[config.mk]
export PLATFORM = sky130hd
export DESIGN_NAME = nlfsr_feedback
export DESIGN_NICKNAME = d
export VERILOG_FILES = /design/src/rtl/nlfsr_pkg.sv /design/src/rtl/nlfsr_feedback.sv
export SDC_FILE = /design/constraint.sdc
export NUM_CORES = 1
export LEC_CHECK = 0
export BUFFER_PORTS_ARGS = -buffer_cell sky130_fd_sc_hd__buf_2
export CAP_MARGIN = 20
export CORE_ASPECT_RATIO = 1.75
export CORE_MARGIN = 4
export CORE_UTILIZATION = 27
export DETAILED_ROUTE_END_ITERATION = 8
export GPL_ROUTABILITY_DRIVEN = 0
export PLACE_DENSITY = 0.48
export SETUP_SLACK_MARGIN = 0.5
export SYNTH_ARGS = -nofsm -noshare
export SYNTH_HDL_FRONTEND = slang
export SYNTH_SLANG_ARGS = --single-unit
export TNS_END_PERCENT = 30
[constraint.sdc]
create_clock -name vclk -period 2.8
set_input_delay 0.14 -clock vclk [all_inputs]
set_output_delay 0.14 -clock vclk [all_outputs]
set_load 0.005 [all_outputs]
[src/rtl/nlfsr_pkg.sv]
// Shared definitions for the NLFSR maximal-period checker.
// Optional feature macro: NLFSR_ABORT_EN (adds an abort input to the top).
package nlfsr_pkg;

  // Encoding of the result output.
  typedef enum logic [1:0] {
    RES_FOUND   = 2'b00,
    RES_SHORT   = 2'b01,
    RES_TIMEOUT = 2'b10,
    RES_BADCFG  = 2'b11
  } result_t;

  // Test sequencer states.
  typedef enum logic [1:0] {
    IDLE  = 2'b00,
    CHECK = 2'b01,
    RUN   = 2'b10,
    DONE  = 2'b11
  } fsm_state_t;

  // Maximal period of a SIZE-bit shift register: 2^SIZE - 1 (SIZE <= 63).
  function automatic logic [63:0] calc_period(input int unsigned size);
    return (64'd1 << size) - 64'd1;
  endfunction

endpackage

[src/rtl/nlfsr_feedback.sv]
// Combinational NLFSR feedback: tap multiplexers followed by an AND/XOR term
// builder. Consecutive taps joined by mask bits form one product term; the
// feedback is state[0] XOR all product terms. Illegal tap codes (>= SIZE)
// read as 0 here; rejecting them is the caller's job.
// Optional feature macro: NLFSR_ABORT_EN (not used in this file).
module nlfsr_feedback
  import nlfsr_pkg::*;
#(
  parameter int SIZE        = 24,
  parameter int NUM_OF_TAPS = 6,
  parameter int TAP_W       = 8
) (
  input  logic [SIZE-1:0]              state_i,
  input  logic [NUM_OF_TAPS*TAP_W-1:0] codes_i,
  input  logic [NUM_OF_TAPS-2:0]       mask_i,
  output logic                         feedback_o
);

  logic [NUM_OF_TAPS-1:0] tap_v;
  logic                   fb;
  logic                   prod;

  // Tap mux: code 0 selects constant 0, codes 1..SIZE-1 select state[code].
  always_comb begin
    // NOTE: every combinational output gets a default before any condition,
    // so no path leaves it unassigned and no latch is inferred.
    tap_v = '0;
    for (int j = 0; j < NUM_OF_TAPS; j++) begin
      for (int b = 1; b < SIZE; b++) begin
        if (int'(codes_i[j*TAP_W +: TAP_W]) == b) tap_v[j] = state_i[b];
      end
    end
  end

  // Term builder: a running product is folded into the XOR sum whenever the
  // chain of AND links breaks.
  always_comb begin
    // NOTE: combinational logic uses blocking '=' so each loop iteration sees
    // the value written by the previous one; registers use '<=' instead.
    fb   = state_i[0];
    prod = tap_v[0];
    for (int k = 1; k < NUM_OF_TAPS; k++) begin
      if (mask_i[k-1]) begin
        prod = prod & tap_v[k];
      end else begin
        fb   = fb ^ prod;
        prod = tap_v[k];
      end
    end
    fb = fb ^ prod;
  end

  assign feedback_o = fb;

endmodule

==> metrics.yaml <==
status: "completed"
multi_input_area_um2: 2141
worstHoldPathCells: 5
antenna_found_initial: 0
clock_buffers: 0
drt-pass1-iter-count: 4
layout_setup_ws_ns: 0.05330
die_area_um2: 9534
ys_types: 75
finalHoldViolCount: 0
synthSimpleGateAreaFrac_pct: 30.41
netlist.area_leader.share_pct: 10.21
cp.depth: 13
drv_slew: 0
port_buffers: 78
crit_type: "input pin to primary output"
cp_cell_sequence: "buf_2, or3_4, nor2_4, o311ai_2, a21oi_2, o21ai_2, buf_4, a22o_1, a221o_2, a2111o_1, nand3_2, xnor2_1, buf_2"
fillers: 833
grt_util_all_layers_pct: 17.39
final_cell_mix: "buf_2 (69), buf_4 (30), nand2_1 (23)"
path_max_fanout: 4
final_nets: 463
synthToLayoutAreaGrowth_pct: 36.68
instances_no_fill: 472
die_h_um: 126.2
synth-compound-area-share_pct: 33.89
seqPwrFrac_pct: 0
final_core_util_pct: 38.41
dp_slack_ns: -0.1265
fin_crit_sh_pct: 98.10
cell_internal_pwr_w: 0.0002026
die_w_um: 75.55
synth_top_family_by_area: "compound AO/OA/AOI/OAI gates"
core_area_um2: 7672
p_sw_w: 0.0002186
crit_required_ns: 2.66
diodes: 0
fp-row-count: 42
drc: 0
start_util_pct: 28.10
drt_wl_total_um: 8466
synthXorXnorAreaFrac_pct: 2.031
worst_pin_slew_ns: 0.3505
wl_per_cell_um: 17.94
leakagePower_nw: 1.207
crit_path_end_kind: "primary output"
dp.final_hpwl_um: 6824
first_global_vias: 2721
relSlewSlack_pct: 76.42
p_clk_share_pct: 0
cpMostUsedCell: "buf_2"
drv_cap: 0
crit_family: "compound AO/OA/AOI/OAI gates"
yosysSeqAreaShare_pct: 0
antenna_left: 0
synth-adder-area-share_pct: 0.9867
vias: 2807
postCtsHoldBufs: 0
ir_worst_vdd_v: 0.00006805
viasPerCell: 5.947
rsz0062_at_grt: "true"
placedCellCount: 468
pwr-share-comb_pct: 100.0
arrival_ns: 2.61
synthTopCellsByArea: "mux2i_1 (10%), mux4_2 (7.3%), mux2_2 (5.7%)"
final_common_cell: "buf_2"
min_period_ns: 2.747
avgSynthCellArea_um2: 7.138
drt_iter0_drc: 116
synth_top_cell_by_area: "mux2i_1"
regArea_um2: 0
grt_start_max_net_pins: 17
io-pin-count: 78
grt_overflow: 0
slowest_stage: "or3_4"
drive_gt1_share_pct: 42.71
swShare_pct: 51.89
startpoint_type: "input pin"
critPathMaxStageDelay_ns: 0.43
syn_nets: 379
fmax_mhz: 364.1
synth_mux_area_share_pct: 25.01
hp-class: "input pin to primary output"
grt_pass1_wl_um: 13460
sequential_cell_total: 0
power_density_nw_per_um2: 143.0
ys_warn_count: 0
synth_cells: 302
final-setup-viol-count: 0
synth_area_um2: 2156
crit_buf_inv: 3
==> timing repair <==
item,4_1_cts,5_1_grt
buffers inserted,3,1
cloned,0,0
setup endpoints to repair,1,1
pin swaps,19,25
resized for setup,18,27
==> through the flow <==
stage	hold slack, ns	TNS (ns)	cell area, µm²	total power, W
2_1_floorplan	0.5119	0	2190	0.0002292
3_3_place_gp	0.7717	-0.09914	2728	0.0003835
3_5_place_dp	0.7679	-0.1265	2728	0.0003847
4_1_cts	0.7595	0	2830	0.0004028
5_1_grt	0.7704	-0.04593	2947	0.0004593
6_report	0.7420	0	2947	0.0004212
==> path summary, 6_finish.rpt <==
| check | start | to | slack [ns] |
|---|---|---|---|
| worst min-delay path | state_i[0] | feedback_o | 0.74 |
| worst max-delay path | codes_i[15] | feedback_o | 0.05 |
==> metal layers <==
layer / up-vias / GRT usage, % / share of wire (%)
met5: - / 0 / 0
met2: 105 / 31.99 / 54
met3: 12 / 0.9569 / 6.3
met1: 1336 / 21.94 / 38
li1: 1354 / - / -
met4: 0 / 2.472 / 1.8
==> power groups by stage <==
stage          combinational (W)  clock [W]  sequential [W]
6_report                0.000421          0               0
5_1_grt                 0.000459          0               0
4_1_cts                 0.000403          0               0
3_5_place_dp            0.000385          0               0
3_3_place_gp            0.000383          0               0
2_1_floorplan           0.000229          0               0
==> tightest hold or removal path, delay by kind of cell <==
kind / cells / cell delay [ns]
xor+xnor: 3 / 0.26
buf+inv: 2 / 0.20
==> cell type report <==
cell class / count / share of cell area [%]
Timing Repair Buffer: 107 / 22.72
Multi-Input combinational cell: 270 / 72.65
Inverter: 7 / 0.8917
Tap cell: 88 / 3.737
==> synthesized netlist by cell type (2+ instances only) <==
cell      instances
a2111o_1          2
a211o_1           2
a21boi_0          2
a21oi_1          15
a221oi_1          6
a22o_1            3
a22oi_1           2
a31o_2            2
a31oi_1           2
a32oi_1           2
and2b_2           2
buf_2             3
buf_4             5
buf_6             3
clkbuf_1         13
inv_1             6
mux2_2           11
mux2i_1          22
mux4_2            7
nand2_1          23
nand2b_1         12
nand3_1           6
nand3b_1         11
nand4_1           6
nor2_1           23
nor2b_1           9
nor3_1           11
nor4_1            5
o211a_1           3
o211ai_1          7
o21a_1            2
o21ai_0          18
o221ai_1          2
o22ai_1           6
o311a_1           2
o311ai_1          2
o31ai_1           2
or2_2             2
xnor2_1           2
xor2_1            3
==> cells by family (layout without fill, tap and decap cells) <==
group | after synthesis | after routing
AO/OA/AOI/OAI | 100 | 100
AND/OR/NAND/NOR | 121 | 121
adder cells (fa/ha/maj) | 2 | 2
multiplexers | 42 | 42
XOR/XNOR | 5 | 5
buffers and inverters | 32 | 114
Power figures use the tool's default switching activity.
